===== config.mk =====
export PLATFORM = sky130hd
export DESIGN_NAME = jk_bank_ctrl
export DESIGN_NICKNAME = d
export VERILOG_FILES = /design/src/rtl/jk_ctrl_pkg.sv /design/src/rtl/jk_step_gen.sv /design/src/rtl/jk_bank_ctrl.sv
export SDC_FILE = /design/constraint.sdc
export NUM_CORES = 1
export LEC_CHECK = 0
export CORE_UTILIZATION = 54
export DETAILED_ROUTE_END_ITERATION = 8
export GPL_TIMING_DRIVEN = 0
export PLACE_DENSITY = 0.83
export SKIP_LAST_GASP = 1
export SLEW_MARGIN = 20
export SYNTH_ARGS = -nofsm -noshare
export SYNTH_HDL_FRONTEND = slang
export SYNTH_SLANG_ARGS = --single-unit

===== constraint.sdc =====
create_clock -name clk -period 3.3 [get_ports clk]
set_input_delay 0.66 -clock clk [delete_from_list [all_inputs] [get_ports clk]]
set_output_delay 0.66 -clock clk [all_outputs]
set_load 0.05 [all_outputs]

===== src/rtl/jk_ctrl_pkg.sv =====
// Shared definitions for the JK bank controller: opcodes, FSM states and
// the default step-count width.
package jk_ctrl_pkg;

   localparam int CNT_W_DEF = 4;

   localparam logic [2:0] OP_HOLD   = 3'd0;
   localparam logic [2:0] OP_CLEAR  = 3'd1;
   localparam logic [2:0] OP_SET    = 3'd2;
   localparam logic [2:0] OP_LOAD   = 3'd3;
   localparam logic [2:0] OP_TOGGLE = 3'd4;
   localparam logic [2:0] OP_INC    = 3'd5;
   localparam logic [2:0] OP_DEC    = 3'd6;
   localparam logic [2:0] OP_RSVD   = 3'd7;

   typedef enum logic [1:0] {
      ST_IDLE,
      ST_DRIVE,
      ST_CHECK,
      ST_DONE
   } state_t;

endpackage


===== src/rtl/jk_step_gen.sv =====
// Combinational J/K and expected-Q generator for one step of a command,
// computed from the bank's current Q.
module jk_step_gen
   import jk_ctrl_pkg::*;
#(
   parameter int WIDTH = 4
) (
   input  logic [2:0]       op,
   input  logic [WIDTH-1:0] q,
   input  logic [WIDTH-1:0] data,
   output logic [WIDTH-1:0] j,
   output logic [WIDTH-1:0] k,
   output logic [WIDTH-1:0] exp_val
);

   logic [WIDTH-1:0] t_inc;
   logic [WIDTH-1:0] t_dec;
   logic             c_inc;
   logic             c_dec;

   // A bit toggles on increment when all lower bits are 1, on decrement when all are 0.
   always_comb begin
      t_inc = '0;
      t_dec = '0;
      c_inc = 1'b1;
      c_dec = 1'b1;
      for (int i = 0; i < WIDTH; i++) begin
         t_inc[i] = c_inc;
         t_dec[i] = c_dec;
         c_inc    = c_inc & q[i];
         c_dec    = c_dec & ~q[i];
      end
   end

   always_comb begin
      // NOTE: defaults before the case keep every output assigned on every path, so no latch is inferred.
      j       = '0;
      k       = '0;
      exp_val = q;
      case (op)
         OP_CLEAR:  begin k = '1;                  exp_val = '0;           end
         OP_SET:    begin j = '1;                  exp_val = '1;           end
         OP_LOAD:   begin j = data;  k = ~data;    exp_val = data;         end
         OP_TOGGLE: begin j = data;  k = data;     exp_val = q ^ data;     end
         OP_INC:    begin j = t_inc; k = t_inc;    exp_val = q + 1'b1;     end
         OP_DEC:    begin j = t_dec; k = t_dec;    exp_val = q - 1'b1;     end
         default:   ;
      endcase
   end

endmodule


===== src/rtl/jk_bank_ctrl.sv =====
// Command sequencer for an adjacent JK flip-flop bank: drives J/K one cycle per
// step, verifies Q after each step and reports done/err/result.
module jk_bank_ctrl
   import jk_ctrl_pkg::*;
#(
   parameter int WIDTH = 4,
   parameter int CNT_W = CNT_W_DEF
) (
   input  logic             clk,
   input  logic             reset,
   input  logic             cmd_valid,
   output logic             cmd_ready,
   input  logic [2:0]       cmd_op,
   input  logic [WIDTH-1:0] cmd_data,
   input  logic [CNT_W-1:0] cmd_steps,
   input  logic [WIDTH-1:0] q_in,
   output logic [WIDTH-1:0] j_out,
   output logic [WIDTH-1:0] k_out,
   output logic             busy,
   output logic             done,
   output logic             err,
   output logic [WIDTH-1:0] result
);

   state_t           state;
   logic [2:0]       op_r;
   logic [WIDTH-1:0] data_r;
   logic [WIDTH-1:0] exp_r;
   logic [CNT_W-1:0] remaining;

   logic [2:0]       gen_op;
   logic [WIDTH-1:0] gen_data;
   logic [WIDTH-1:0] gen_j;
   logic [WIDTH-1:0] gen_k;
   logic [WIDTH-1:0] gen_exp;
   logic             accept;
   logic             multi;

   assign accept   = cmd_valid && cmd_ready;
   assign multi    = (cmd_op == OP_INC) || (cmd_op == OP_DEC);
   // In IDLE the first step comes straight from the command; later steps reuse the captured one.
   assign gen_op   = (state == ST_IDLE) ? cmd_op   : op_r;
   assign gen_data = (state == ST_IDLE) ? cmd_data : data_r;

   jk_step_gen #(.WIDTH(WIDTH)) u_step_gen (
      .op      (gen_op),
      .q       (q_in),
      .data    (gen_data),
      .j       (gen_j),
      .k       (gen_k),
      .exp_val (gen_exp)
   );

   // NOTE: non-blocking assignments throughout so every register samples pre-edge values.
   always_ff @(posedge clk) begin
      if (!reset) begin
         state     <= ST_IDLE;
         op_r      <= OP_HOLD;
         data_r    <= '0;
         exp_r     <= '0;
         remaining <= '0;
         j_out     <= '0;
         k_out     <= '0;
         cmd_ready <= 1'b1;
         busy      <= 1'b0;
         done      <= 1'b0;
         err       <= 1'b0;
         result    <= '0;
      end else begin
         done <= 1'b0;
         case (state)
            ST_IDLE: begin
               if (accept) begin
                  op_r      <= cmd_op;
                  data_r    <= cmd_data;
                  remaining <= (multi && cmd_steps != '0) ? cmd_steps - 1'b1 : '0;
                  cmd_ready <= 1'b0;
                  busy      <= 1'b1;
                  err       <= 1'b0;
                  if (cmd_op == OP_RSVD) begin
                     err    <= 1'b1;
                     done   <= 1'b1;
                     result <= q_in;
                     state  <= ST_DONE;
                  end else begin
                     j_out <= gen_j;
                     k_out <= gen_k;
                     exp_r <= gen_exp;
                     state <= ST_DRIVE;
                  end
               end
            end
            ST_DRIVE: begin
               j_out <= '0;
               k_out <= '0;
               state <= ST_CHECK;
            end
            ST_CHECK: begin
               if (q_in != exp_r) begin
                  err    <= 1'b1;
                  done   <= 1'b1;
                  result <= q_in;
                  state  <= ST_DONE;
               end else if (remaining != '0) begin
                  remaining <= remaining - 1'b1;
                  j_out     <= gen_j;
                  k_out     <= gen_k;
                  exp_r     <= gen_exp;
                  state     <= ST_DRIVE;
               end else begin
                  done   <= 1'b1;
                  result <= q_in;
                  state  <= ST_DONE;
               end
            end
            ST_DONE: begin
               busy      <= 1'b0;
               cmd_ready <= 1'b1;
               state     <= ST_IDLE;
            end
            default: state <= ST_IDLE;
         endcase
      end
   end

endmodule


==> run_summary.xml <==
<?xml version="1.0" encoding="UTF-8"?>
<metrics>
  <group name="worst_setup_path">
    <metric name="capturing_element_of_the_worst_setup_path" unit="">exp_r[2]$_SDFFE_PN0P_</metric>
    <metric name="timing.setup.critical_path_class" unit="">input pin to flip-flop</metric>
    <metric name="critical_path.max_stage_delay" unit="ps">440</metric>
    <metric name="cp-start-kind" unit="">input pin</metric>
    <metric name="timing.reg2reg.worst_path_depth" unit="">11</metric>
    <metric name="peak_fanout_along_the_critical_path" unit="">10</metric>
    <metric name="worstPathArrival" unit="ps">3000</metric>
    <metric name="worst_r2r_endpoint" unit="">exp_r[2]$_SDFFE_PN0P_</metric>
    <metric name="critical-path-slowest-cell" unit="">sky130_fd_sc_hd__or3b_1</metric>
    <metric name="startpoint" unit="">cmd_op[1]</metric>
    <metric name="required" unit="ps">3490</metric>
    <metric name="worstSetupEndpointType" unit="">flip-flop</metric>
    <metric name="timing.rr.start" unit="">state[1]$_SDFFE_PN0P_</metric>
    <metric name="path_cells" unit="">dlymetal6s2s_1 &gt; or3b_1 &gt; nand2_2 &gt; buf_2 &gt; nand2_1 &gt; xnor2_1 &gt; ha_1 &gt; nor2_1 &gt; o22a_1 &gt; o221a_2 &gt; a211oi_1</metric>
    <metric name="r2r_slack" unit="ps">550</metric>
  </group>
  <group name="place">
    <metric name="place.detailed.hpwl" unit="µm">4545</metric>
    <metric name="buffer_ports.inserted" unit="">29</metric>
    <metric name="postPlaceCellArea" unit="µm²">2650</metric>
    <metric name="gp_congestion" unit="">0.9605</metric>
    <metric name="post-place-ws" unit="ps">-186.5</metric>
  </group>
  <group name="yosys">
    <metric name="avgSynthCellArea" unit="µm²">7.814</metric>
    <metric name="synth_edf_count" unit="">0</metric>
    <metric name="dominantRegCellSynth" unit="">sky130_fd_sc_hd__dfxtp_1</metric>
    <metric name="share_of_synthesized_flip_flops_with_an_asynchronous_set_or_reset" unit="%">0</metric>
    <metric name="synth_top_cell_area_share" unit="%">28.76</metric>
    <metric name="syn-instance-count" unit="">294</metric>
    <metric name="synth_area_leader_cell" unit="">sky130_fd_sc_hd__dfxtp_1</metric>
    <metric name="synth_cell_types" unit="">65</metric>
    <metric name="ys.warnings.count" unit="">0</metric>
    <metric name="synth_fp_nets" unit="">315</metric>
    <metric name="synth.top_cells.by_area" unit="">sky130_fd_sc_hd__dfxtp_1, sky130_fd_sc_hd__nand2_1, sky130_fd_sc_hd__mux2i_1, sky130_fd_sc_hd__a21oi_1, sky130_fd_sc_hd__o21ai_0</metric>
    <metric name="netlist_area" unit="µm²">2297</metric>
    <metric name="synth_seq_area_share" unit="%">28.76</metric>
    <metric name="ys_ff_latch" unit="">33</metric>
  </group>
  <group name="timing">
    <metric name="layout_min_cycle_time" unit="ps">2803</metric>
    <metric name="grt_setup_unrepaired" unit="">no</metric>
    <metric name="period_share" unit="%">84.93</metric>
    <metric name="fin_ws" unit="ps">497.4</metric>
    <metric name="timing_worst_slew_pin_value" unit="ps">804.1</metric>
    <metric name="report.final.setup_viol" unit="">0</metric>
    <metric name="finalClockSkew" unit="ps">5.334</metric>
    <metric name="fmax" unit="MHz">356.8</metric>
    <metric name="slew_violations" unit="">0</metric>
    <metric name="slew_headroom" unit="%">44.86</metric>
    <metric name="fin_hold_viols" unit="">0</metric>
  </group>
  <group name="cts">
    <metric name="tritoncts" unit="">yes</metric>
    <metric name="clock-sinks" unit="">33</metric>
    <metric name="postCtsSetupBuffers" unit="">0</metric>
    <metric name="numCtsBuffers" unit="">5</metric>
    <metric name="clkSlewWorstSetupHoldPaths" unit="ps">70</metric>
    <metric name="htree_levels" unit="">2</metric>
    <metric name="clkLatencyLatePin" unit="ps">280</metric>
    <metric name="clock-root-buffer" unit="">sky130_fd_sc_hd__clkbuf_8</metric>
    <metric name="max-clock-path-buffers" unit="">2</metric>
  </group>
  <group name="outcome">
    <metric name="outcome" unit="">finished, final reports clean</metric>
  </group>
  <group name="routing">
    <metric name="drtAntennaViolNets" unit="">0</metric>
    <metric name="via_count" unit="">2352</metric>
    <metric name="drc" unit="">0</metric>
    <metric name="route.met2.wl" unit="µm">2849</metric>
    <metric name="routed_wl" unit="µm">6059</metric>
    <metric name="detail_route.first_pass.iterations" unit="">5</metric>
    <metric name="detailedRoute.firstIterationViolations" unit="">133</metric>
    <metric name="route.detailed.wl_per_inst" unit="µm">15.94</metric>
    <metric name="wl_met3" unit="µm">361</metric>
    <metric name="drt_via_density" unit="">6.189</metric>
    <metric name="maxUsedRoutingLayer" unit="">met4</metric>
    <metric name="wl_met1" unit="µm">2768</metric>
  </group>
  <group name="layout">
    <metric name="fin_area" unit="µm²">2741</metric>
    <metric name="final_nets" unit="">351</metric>
    <metric name="n_diodes" unit="">0</metric>
    <metric name="area_growth" unit="%">19.34</metric>
    <metric name="final_layout_size_suffix_gt1_share" unit="%">8.788</metric>
    <metric name="fillerInstances" unit="">373</metric>
  </group>
  <group name="global_route">
    <metric name="grt_overflow" unit="">0</metric>
    <metric name="grt_util_all_layers" unit="%">29.26</metric>
    <metric name="first_pass_grt_wire_length" unit="µm">9832</metric>
    <metric name="grt_start_max_net_pins" unit="">11</metric>
    <metric name="grt_antenna_before_repair" unit="">0</metric>
    <metric name="grt_pass1_vias" unit="">2074</metric>
  </group>
  <group name="pwr">
    <metric name="swShare" unit="%">39.23</metric>
    <metric name="static-leakage-power" unit="µW">0.001018</metric>
    <metric name="pwr-share-clk" unit="%">21.8</metric>
    <metric name="p_switching" unit="µW">547.7</metric>
    <metric name="pwr_density_cell" unit="nW/µm²">509.3</metric>
    <metric name="irDropWorstVdd" unit="mV">0.2739</metric>
    <metric name="design_power_total" unit="µW">1396</metric>
    <metric name="p_comb_share" unit="%">43.8</metric>
    <metric name="intPower" unit="µW">848.6</metric>
    <metric name="sequentialPowerShare" unit="%">34.3</metric>
  </group>
  <group name="floorplanning">
    <metric name="core.rowCount" unit="">23</metric>
    <metric name="fp.coreArea" unit="µm²">4029</metric>
    <metric name="floorplan.die_area" unit="µm²">4519</metric>
    <metric name="die-width" unit="µm">67.23</metric>
    <metric name="die_h" unit="µm">67.23</metric>
    <metric name="effective_utilization_at_floorplan" unit="%">57.02</metric>
    <metric name="io_pins" unit="">34</metric>
  </group>
  <group name="worst_hold_path">
    <metric name="min-delay-path-class" unit="">flip-flop to flip-flop</metric>
  </group>
  <group name="run">
    <metric name="drv.max_cap_violation_count" unit="">0</metric>
  </group>
</metrics>
==> cell usage in the layout, fill, tap and decap left out, drive strengths merged, types with 9 or more instances in the layout <==
| cell type | count |
|---|---|
| a21oi | 21 |
| buf | 14 |
| clkbuf | 13 |
| clkdlybuf4s50 | 28 |
| dfxtp | 33 |
| mux2i | 13 |
| nand2 | 42 |
| nand3 | 9 |
| nor2 | 14 |
| nor3 | 10 |
| o21ai | 22 |
==> cells by family after synthesis <==
group | Yosys count | share of synthesized area [%]
AOI/OAI and AO/OA | 100 | 29.85
xor gates and xnor gates | 10 | 3.813
adders and majority gates | 3 | 1.634
buffers and inverters | 29 | 6.699
DFF | 33 | 28.76
muxes | 14 | 6.154
and+or+nand+nor | 105 | 23.09
==> final cells by class <==
class / instances / area (µm²) / share of cell area, %
Multi-Input combinational cell: 232 / 1485 / 54.18
Sequential cell: 33 / 660.6 / 24.10
Timing Repair Buffer: 29 / 292.8 / 10.68
Buffer: 20 / 120.1 / 4.382
Clock buffer: 7 / 86.33 / 3.149
Tap cell: 50 / 62.56 / 2.282
Inverter: 9 / 33.78 / 1.232
==> power groups by stage <==
stage	clock network (µW)	registers [µW]	logic, µW
CTS	311	479	606
floorplan	0	554	375
global route	327	485	662
detailed placement	0	488	604
global placement	0	485	598
finish	305	480	612
==> sequential cells by signal (all words and copies together), names as in the netlist, 2 cells and up <==
name       flops
j_out          4
state          2
remaining      4
exp_r          4
op_r           3
result         4
data_r         4
k_out          4
==> layer usage <==
metal	global-route usage [%]	vias to the layer above
met3	4.561	10
met4	7.447	0
li1	-	1159
met2	46.63	79
met1	40.82	1104
met5	0	-
==> synthesized netlist by cell type (all sizes together) (2+ instances only) <==
master    n
a211oi    8
a21oi    21
a221oi    2
a22oi     3
a31oi     2
a32oi     2
and2      5
and3      2
buf      14
clkbuf    6
dfxtp    33
ha        3
inv       8
mux2i    13
nand2    42
nand2b    6
nand3     9
nand4     2
nor2     14
nor3     10
nor3b     2
nor4      2
o211ai    4
o21a      2
o21ai    22
o21bai    3
o22ai     5
o2bb2ai   4
o31ai     3
o32ai     3
or2       2
or3       3
or3b      2
xnor2     8
xor2      2
==> worst min path at each step <==
| stage | cells after the start | startpoint | slack, ps | endpoint |
|---|---|---|---|---|
| final | 2 | data_r[1]$_SDFFE_PN0P_ | 450 | data_r[1]$_SDFFE_PN0P_ |
| after global routing | 2 | j_out[0]$_SDFFE_PN0P_ | 480 | j_out[0]$_SDFFE_PN0P_ |
| after CTS | 2 | data_r[1]$_SDFFE_PN0P_ | 460 | data_r[1]$_SDFFE_PN0P_ |
| after detailed placement | 2 | result[1]$_SDFFE_PN0P_ | 450 | result[1]$_SDFFE_PN0P_ |
| after global placement | 2 | k_out[0]$_SDFFE_PN0P_ | 440 | k_out[0]$_SDFFE_PN0P_ |
| after floorplan | 2 | data_r[1]$_SDFFE_PN0P_ | 440 | data_r[1]$_SDFFE_PN0P_ |
==> repair_timing <==
action,4_1_cts,5_1_grt
hold buffers,0,0
setup endpoints to repair,0,1
gates resized for setup,0,2
==> stage by stage <==
stage | instances | TNS [ps] | hold slack (ps) | utilization (%)
floorplan | 294 | 0 | 435.7 | -
global placement | 373 | -265.5 | 441.4 | 65.78
detailed placement | 373 | -292.5 | 447.0 | 65.78
CTS | 380 | 0 | 456.7 | 67.92
global route | 380 | 0 | 479.8 | 68.04
finish | 380 | 0 | 453.6 | 68.04
==> worst max-delay path, delay by kind of cell <==
kind	cells	cell delay (ps)
AND/OR/NAND/NOR	4	780
AO/OA/AOI/OAI	3	640
adder cells (fa/ha/maj)	1	250
buffers and inverters	2	510
XOR/XNOR	1	170
Note: power is estimated with default switching activity, not from simulation.
